[src/rtl/piso_shift_ctrl_if.sv]
// Producer-side handshake and serial-line bundle for the PISO shift sequencer.
// The producer owns start/din; the sequencer drives status and the serial outputs.
interface piso_shift_ctrl_if #(
   parameter int W = 8
);
   logic         start;
   logic [W-1:0] din;
   logic         ready;
   logic         busy;
   logic         sout;
   logic         sen;
   logic         bit_strobe;
   logic         done;

   modport master (
      output start, din,
      input  ready, busy, sout, sen, bit_strobe, done
   );

   modport slave (
      input  start, din,
      output ready, busy, sout, sen, bit_strobe, done
   );
endinterface

[src/rtl/piso_shift_ctrl.sv]
// Parallel-in/serial-out sequencer: captures a W-bit word on start and shifts it out
// MSB first, DIV clocks per bit, followed by a one-cycle done pulse.
module piso_shift_ctrl #(
   parameter int W   = 8,
   parameter int DIV = 4
) (
   input  logic                clk,
   input  logic                rst,
   piso_shift_ctrl_if.slave    bus
);
   localparam int BW  = $clog2(W);
   localparam int DVW = (DIV > 1) ? $clog2(DIV) : 1;
   localparam logic [BW-1:0]  BIT_LAST = BW'(W - 1);
   localparam logic [DVW-1:0] DIV_LAST = DVW'(DIV - 1);

   typedef enum logic [1:0] {
      IDLE  = 2'd0,
      SHIFT = 2'd1,
      DONE  = 2'd2
   } state_t;

   state_t         state_r;
   state_t         next_state_s;
   logic [W-1:0]   shreg_r;
   logic [BW-1:0]  bitcnt_r;
   logic [DVW-1:0] divcnt_r;
   logic           div_wrap_s;
   logic           last_bit_s;

   assign div_wrap_s = (divcnt_r == DIV_LAST);
   assign last_bit_s = (bitcnt_r == BIT_LAST);

   // State register
   always_ff @(posedge clk or posedge rst) begin
      if (rst) begin
         state_r <= IDLE;
      end else begin
         state_r <= next_state_s;
      end
   end

   // Next-state logic; start is only honoured from IDLE
   always_comb begin
      next_state_s = state_r;
      case (state_r)
         IDLE: begin
            if (bus.start) begin
               next_state_s = SHIFT;
            end else begin
               next_state_s = IDLE;
            end
         end
         SHIFT: begin
            if (div_wrap_s && last_bit_s) begin
               next_state_s = DONE;
            end else begin
               next_state_s = SHIFT;
            end
         end
         DONE:    next_state_s = IDLE;
         default: next_state_s = IDLE;
      endcase
   end

   // Shift register, bit counter and bit-period divider
   always_ff @(posedge clk or posedge rst) begin
      if (rst) begin
         shreg_r  <= '0;
         bitcnt_r <= '0;
         divcnt_r <= '0;
      end else begin
         case (state_r)
            IDLE: begin
               if (bus.start) begin
                  shreg_r  <= bus.din;
                  bitcnt_r <= '0;
                  divcnt_r <= '0;
               end
            end
            SHIFT: begin
               if (!div_wrap_s) begin
                  divcnt_r <= divcnt_r + DVW'(1);
               end else begin
                  divcnt_r <= '0;
                  // On the final bit the word is left in place; DONE does not look at it.
                  if (!last_bit_s) begin
                     shreg_r  <= {shreg_r[W-2:0], 1'b0};
                     bitcnt_r <= bitcnt_r + BW'(1);
                  end
               end
            end
            default: begin
            end
         endcase
      end
   end

   // Output decode, purely from flops
   always_comb begin
      bus.ready      = 1'b0;
      bus.busy       = 1'b0;
      bus.sen        = 1'b0;
      bus.sout       = 1'b0;
      bus.bit_strobe = 1'b0;
      bus.done       = 1'b0;
      case (state_r)
         IDLE: begin
            bus.ready = 1'b1;
         end
         SHIFT: begin
            bus.busy       = 1'b1;
            bus.sen        = 1'b1;
            bus.sout       = shreg_r[W-1];
            bus.bit_strobe = (divcnt_r == '0);
         end
         DONE: begin
            bus.busy = 1'b1;
            bus.done = 1'b1;
         end
         default: begin
            bus.ready = 1'b0;
         end
      endcase
   end
endmodule

[src/flat_wrapper.sv]
// flat-port wrapper written by rule: the top's interface ports become plain ports
module piso_shift_ctrl_flat 
#(
   parameter int W   = 8,
   parameter int DIV = 4
)
  (clk, rst, bus_start, bus_din, bus_ready, bus_busy, bus_sout, bus_sen, bus_bit_strobe, bus_done);
  piso_shift_ctrl_if #(.W(W)) bus_i ();
  input  logic clk;
  input  logic rst;
  input wire logic [$bits(bus_i.start)-1:0] bus_start;
  input wire logic [$bits(bus_i.din)-1:0] bus_din;
  output wire logic [$bits(bus_i.ready)-1:0] bus_ready;
  output wire logic [$bits(bus_i.busy)-1:0] bus_busy;
  output wire logic [$bits(bus_i.sout)-1:0] bus_sout;
  output wire logic [$bits(bus_i.sen)-1:0] bus_sen;
  output wire logic [$bits(bus_i.bit_strobe)-1:0] bus_bit_strobe;
  output wire logic [$bits(bus_i.done)-1:0] bus_done;
  assign bus_i.start = bus_start;
  assign bus_i.din = bus_din;
  assign bus_ready = bus_i.ready;
  assign bus_busy = bus_i.busy;
  assign bus_sout = bus_i.sout;
  assign bus_sen = bus_i.sen;
  assign bus_bit_strobe = bus_i.bit_strobe;
  assign bus_done = bus_i.done;
  piso_shift_ctrl #(.W(W), .DIV(DIV)) u_core (.clk(clk), .rst(rst), .bus(bus_i));
endmodule
[config.mk]
export PLATFORM = sky130hd
export DESIGN_NAME = piso_shift_ctrl_flat
export DESIGN_NICKNAME = d
export VERILOG_FILES = /design/src/rtl/piso_shift_ctrl_if.sv /design/src/rtl/piso_shift_ctrl.sv /design/src/flat_wrapper.sv
export SDC_FILE = /design/constraint.sdc
export NUM_CORES = 1
export LEC_CHECK = 0
export ABC_AREA = 1
export CAP_MARGIN = 20
export CORE_MARGIN = 3
export CORE_UTILIZATION = 45
export CTS_CLUSTER_DIAMETER = 40
export DETAILED_ROUTE_END_ITERATION = 7
export HOLD_SLACK_MARGIN = 0.06
export PLACE_DENSITY = 0.79
export SYNTH_ARGS = -nofsm -noshare
export SYNTH_HDL_FRONTEND = slang
export SYNTH_SLANG_ARGS = --single-unit
[constraint.sdc]
create_clock -name clk -period 3.65 [get_ports clk]
set_input_delay 0.73 -clock clk [delete_from_list [all_inputs] [get_ports clk]]
set_output_delay 0.73 -clock clk [all_outputs]
set_load 0.005 [all_outputs]
==> summary.md, run 1 <==
| Metric | Value |
|---|---|
| Worst Setup SP | `u_core.state_r[1]` |
| Num CTS Buffers | `3` |
| Clock latency on the worst-skew pair | `0.28 ns` |
| Clock skew | `0.00174 ns` |
| Max H-tree Level | `1` |
| Post-Syn Instances | `116` |
| Global-route wire length before repair | `2.95 mm` |
| Worst Path Buf+Inv | `3` |
| Vias in the first global route | `707` |
| Cell with the most instances after synthesis | `nand2_1` |
| Mean post-synth cell area | `7.78 µm²` |
| Outcome | `finished, final reports clean` |
| Fin crit share | `74.2%` |
| Synthesis-to-layout area growth | `17.8%` |
| Row count | `15` |
| Drt first pass iters | `4` |
| Synth top area cells | `dfrtp_1 42%, nand2_1 22%, ha_1 9.7%` |
| Setup violations, final | `0` |
| CTS root buf | `clkbuf_4` |
| PortBufs | `16` |
| Total gr overflow | `0` |
| Critical Path End Type | `output port` |
| Synthesized area | `902 µm²` |
| Max VDD drop | `0.357 mV` |
| Filler cell count | `182` |
| Worst path cell trace | `inv_1, ha_1, nand2_1, inv_1, clkdlybuf4s50_1` |
| Worst hold path type | `flop to flop` |
| Reg2reg start | `u_core.state_r[1]` |
| Initial core utilization | `50.1%` |
| Worst-path clk slew | `0.09 ns` |
| I/O pin cnt | `17` |
| Initial antenna violation count | `0` |
| Vias | `722` |
| Synth area leader | `dfrtp_1` |
| DR DRC count | `0` |
| Core ar. | `0.00180 mm²` |
| Crit Path Max Fanout | `17` |
| CP max-delay cell | `ha_1` |
| Crit path DAT | `1.98 ns` |
| CP startpoint kind | `flop` |
| Family with the most delay on the worst path | `buffers and inverters` |
| Pwr/cell area | `808 mW/mm²` |
| Post-CTS Setup Bufs | `0` |
| F_max | `369 MHz` |
| CP max stage delay | `0.57 ns` |
| Leak | `0.000602 µW` |
| CTS tree | `done` |
| Yosys reg bits | `15` |
| Hold WS | `0.481 ns` |
| Final HPWL DP | `1.19 mm` |
| Via density per instance | `4.66` |
| YS warnings | `0` |
| Die height | `50.8 µm` |
| Fin nets | `149` |
| Post-layout min period | `2.71 ns` |
| Setup TNS | `0 ns` |
| Number of max-slew violations in the final report | `0` |
| Distinct cells, synth | `13` |
| Slew margin rel. | `56.7%` |
| Max cap viols | `0` |
| Total wire length | `1.58 mm` |
| Top-area cell type share of the netlist area | `41.6%` |
| Total nets after synthesis | `134` |
| RSZ-0062 raised after global routing | `no` |
| Hold Buf Count CTS | `0` |
| Routed wire length per instance | `10.2 µm` |
| Post-synth ARST share | `100%` |
| Cts repair resizes | `0` |
| Largest net degree at the start of global routing | `18` |
| Clock Path Buffers | `2` |
| Count of final hold-check violations | `0` |
| Setup Crit Path Kind | `flop to output port` |
| Antenna Violating Nets Remaining | `0` |
| Layout cell share with drive strength beyond 1 | `9.23%` |
| Antenna cells | `0` |
| CTS sink cnt | `15` |
| Total Die Area | `0.00258 mm²` |
| Most used cell along the critical path | `inv_1` |
| Die Span X | `50.8 µm` |
| CP required | `2.92 ns` |
| Total GRT Usage | `15.4%` |
| Placer's final routability congestion estimate | `0.759` |
| Seq/Total Area, Yosys | `41.6%` |
| Slew @ Worst Pin | `0.649 ns` |
| DR iter-0 viols | `15` |
| Hold path startpoint | `u_core.shreg_r[5]` |
| Most frequent cells after synthesis | `52 x nand2_1, 15 x dfrtp_1, 14 x nand3_1` |
| Post-synth EDFFs | `0` |
| Commonest register cell after synthesis | `dfrtp_1` |
-- layer usage --
layer  GRT usage, %  part of all wire [%]  up-vias
met1           17.4                    44      320
met5              0                     0        -
met4           9.42                   2.4        0
met3           3.56                   4.5        4
li1               -                     -      380
met2           26.1                    49       18
-- layout by cell type (no fill, tap or decap) --
master and count:
inv_2 1, inv_1 11, nor3_2 1, nand2_4 2
ha_1 7, nand3_1 14, nand2_1 52, nor2_1 2
clkdlybuf4s50_1 16, dfrtp_1 15, clkbuf_1 1, clkbuf_4 3
nand2_2 5
-- cell type report --
type / instances / area [µm²] / share of cell area, %
multi-input combinational: 83 / 424 / 39.9
sequential: 15 / 375 / 35.3
timing repair buffer: 16 / 160 / 15.1
inverter: 12 / 45.0 / 4.24
tap: 25 / 31.3 / 2.94
clock buffer: 4 / 26.3 / 2.47
-- worst paths after layout --
| kind | to | slack, ns | cells past startpoint |
|---|---|---|---|
| worst max register to register | u_core.shreg_r[2] | 1.66 | 6 |
| max in group asynchronous | u_core.shreg_r[2] | 2.49 | 2 |
| worst min register to register | u_core.shreg_r[5] | 0.48 | 2 |
| worst min-delay path | u_core.shreg_r[5] | 0.48 | 2 |
| worst max-delay path | bus_bit_strobe | 0.94 | 5 |
| min in group asynchronous | u_core.shreg_r[0] | 0.80 | 2 |
-- tightest hold or removal path, cell delays in order (launching register included) --
cell	delay, ns
dfrtp_1	0.36
nand2_1	0.05
nand2_1	0.04
-- state kept, by name (all words and copies together), names as in the netlist --
| name | cells |
|---|---|
| u_core.shreg_r | 8 |
| u_core.bitcnt_r | 3 |
| u_core.divcnt_r | 2 |
| u_core.state_r | 2 |
-- power breakdown --
group / leakage, µW / internal, µW / switching, µW
clock: 0.0000150 / 42.4 / 52.3
combinational: 0.000397 / 193 / 296
sequential: 0.000190 / 234 / 41.4
total: 0.000602 / 469 / 389
-- stage by stage --
step	power, µW	cells	instance area (µm²)	worst slack [ns]	util (%)
after floorplan	701	116	902	1.93	-
after global placement	758	151	1040	1.26	57.5
after detailed placement	777	151	1040	1.23	57.5
after CTS	875	155	1060	0.911	59.0
after global routing	960	155	1060	0.786	59.0
final	859	155	1060	0.943	59.0
-- cells by family after synthesis --
family | Yosys count | synth area share (%)
simple gates | 76 | 37.3
flops | 15 | 41.6
buf+inv | 18 | 11.4
fa+ha+maj | 7 | 9.71
No activity file was read; power rests on OpenSTA's default activity.
==> run 2, diff against run 1 <==
PLACE_DENSITY = 0.81   (was 0.79)
clock period = 2.4 ns   (was 3.65 ns; I/O delays follow)
==> summary.md, run 2 (synthesis results as in run 1) <==
| Metric | Value |
|---|---|
| Synthesis-to-layout area growth | `18.6% (was 17.8%)` |
| Outcome | `finished, final reports clean (unchanged)` |
| Final Power | `1330 µW (was 859 µW)` |
| Antenna Violating Nets Remaining | `0 (unchanged)` |
| Routed wire length per instance | `10.6 µm (was 10.2 µm)` |
| Leak | `0.000607 µW (was 0.000602 µW)` |
| Core ar. | `0.00180 mm² (unchanged)` |
| Reg2reg start | `u_core.state_r[1] (unchanged)` |
| Initial antenna violation count | `0 (unchanged)` |
| Num CTS Buffers | `3 (unchanged)` |
| Vias in the first global route | `678 (was 707)` |
| Fin nets | `150 (was 149)` |
| Post-layout min period | `2.08 ns` |
| Slew margin rel. | `61.5% (was 56.7%)` |
| Clock skew | `0.00373 ns (was 0.00174 ns)` |
| Cts repair resizes | `0 (unchanged)` |
| Worst-path clk slew | `0.09 ns (about the same)` |
| Count of final hold-check violations | `0 (unchanged)` |
| Most common cell after layout, fill and taps aside | `nand2_1 (unchanged)` |
| Setup TNS | `0 ns (unchanged)` |
| Setup violations, final | `0 (unchanged)` |
| Worst r2r path cells | `7 (was 6)` |
| Fin area | `0.00107 mm² (was 0.00106 mm²)` |
| Max cap viols | `0 (unchanged)` |
| Vias | `734 (was 722)` |
| Biggest regs | `u_core.shreg_r: 8 flops, u_core.bitcnt_r: 3 flops (unchanged)` |
| CP startpoint kind | `flop (unchanged)` |
| CTS sink cnt | `15 (unchanged)` |
| Total GRT Usage | `14.8% (was 15.4%)` |
| Min-Delay Endpoint | `u_core.shreg_r[0] (was u_core.shreg_r[5])` |
| Number of max-slew violations in the final report | `0 (unchanged)` |
| Hold WS | `0.479 ns (was 0.481 ns)` |
| Fin crit share | `86.8%` |
| Most flop-heavy register | `u_core.shreg_r (unchanged)` |
| Slew @ Worst Pin | `0.577 ns (was 0.649 ns)` |
| Layout cell share with drive strength beyond 1 | `9.92% (was 9.23%)` |
| DR DRC count | `0 (unchanged)` |
| CP required | `1.92 ns (was 2.92 ns)` |
| Post-DP Area | `0.00104 mm² (about the same)` |
| Pwr/cell area | `1240 mW/mm² (was 808 mW/mm²)` |
| Reg2reg end | `u_core.shreg_r[5] (was u_core.shreg_r[2])` |
| Placer's final routability congestion estimate | `0.733 (was 0.759)` |
| Worst R2R Setup Slack | `0.62 ns (was 1.66 ns)` |
| Initial core utilization | `50.1% (unchanged)` |
| Setup slack after layout | `0.317 ns (was 0.943 ns)` |
| CTS root buf | `clkbuf_4 (unchanged)` |
| Max VDD drop | `0.608 mV (was 0.357 mV)` |
| Drt first pass iters | `4 (unchanged)` |
| Setup Crit Path Kind | `flop to output port (unchanged)` |
| Hold Buf Count CTS | `0 (unchanged)` |
| Filler cell count | `182 (unchanged)` |
| Critical Path End Type | `output port (unchanged)` |
| Hold path startpoint | `u_core.shreg_r[0] (was u_core.shreg_r[5])` |
| RSZ-0062 raised after global routing | `no (unchanged)` |
| Via density per instance | `4.71 (was 4.66)` |
| Clock latency on the worst-skew pair | `0.28 ns (about the same)` |
| Post-CTS Setup Bufs | `0 (unchanged)` |
| Die height | `50.8 µm (unchanged)` |
| I/O pin cnt | `17 (unchanged)` |
| CTS tree | `done (unchanged)` |
| Worst hold path type | `flop to flop (unchanged)` |
| Die Span X | `50.8 µm (unchanged)` |
| Antenna cells | `0 (unchanged)` |
| Total gr overflow | `0 (unchanged)` |
| Global-route wire length before repair | `2.97 mm (was 2.95 mm)` |
| Clock Path Buffers | `2 (unchanged)` |
| Most frequent cells in the layout | `52 x nand2_1, 16 x clkdlybuf4s50_1, 15 x dfrtp_1 (unchanged)` |
| DR iter-0 viols | `9 (was 15)` |
| Total Die Area | `0.00258 mm² (unchanged)` |
| PortBufs | `16 (unchanged)` |
| Flip-flop count of the largest register after layout | `8 (unchanged)` |
| Crit path DAT | `1.60 ns (was 1.98 ns)` |
| Max H-tree Level | `1 (unchanged)` |
| Row count | `15 (unchanged)` |
| Crit Path Max Fanout | `5 (was 17)` |
| Place WS | `0.626 ns (was 1.23 ns)` |
| Hold Path Stages | `2 (unchanged)` |
| F_max | `480 MHz` |
| Largest net degree at the start of global routing | `16 (was 18)` |
| Total wire length | `1.66 mm (was 1.58 mm)` |
| Final HPWL DP | `1.19 mm (about the same)` |
[run 2: worst max path at each step]
stage | start | end | cells after the start
final | u_core.state_r[1] | bus_sout | 5
after CTS | u_core.state_r[1] | bus_sout | 5
after global routing | u_core.state_r[1] | bus_sout | 5
after detailed placement | u_core.state_r[1] | u_core.shreg_r[5] | 7
after floorplan | u_core.state_r[1] | bus_bit_strobe | 6
after global placement | bus_start | u_core.shreg_r[5] | 6
[run 2: area by class of cell]
type | count | area [µm²] | area share [%]
inverter | 12 | 45.0 | 4.21
tap | 25 | 31.3 | 2.92
sequential | 15 | 375 | 35.1
timing repair buffer | 17 | 168 | 15.7
multi-input combinational | 83 | 424 | 39.6
clock buffer | 4 | 26.3 | 2.46
[run 2: metal layers]
metal	vias up	GRT usage, %	wire length, µm
met2	22	25.0	778
met3	0	2.97	106
li1	380	-	-
met5	-	0	0
met1	332	19.6	770
met4	0	2.69	0
[run 2: per-stage QoR]
| step | utilization [%] | instances |
|---|---|---|
| finish | 59.4 | 156 |
| global route | 59.4 | 156 |
| CTS | 59.4 | 156 |
| detailed placement | 57.9 | 152 |
| global placement | 57.9 | 152 |
| floorplan | - | 116 |
[run 2: worst max-delay path, stage by stage, from the launching register on]
cell,delay [ns]
dfrtp_1,0.40
inv_1,0.08
ha_1,0.24
nand2_1,0.07
inv_1,0.05
clkdlybuf4s50_1,0.49
[run 2: where the power goes]
group / internal, µW / switching [µW]
combinational: 304 / 461
clock: 64.4 / 78.9
sequential: 356 / 66.1
total: 724 / 606
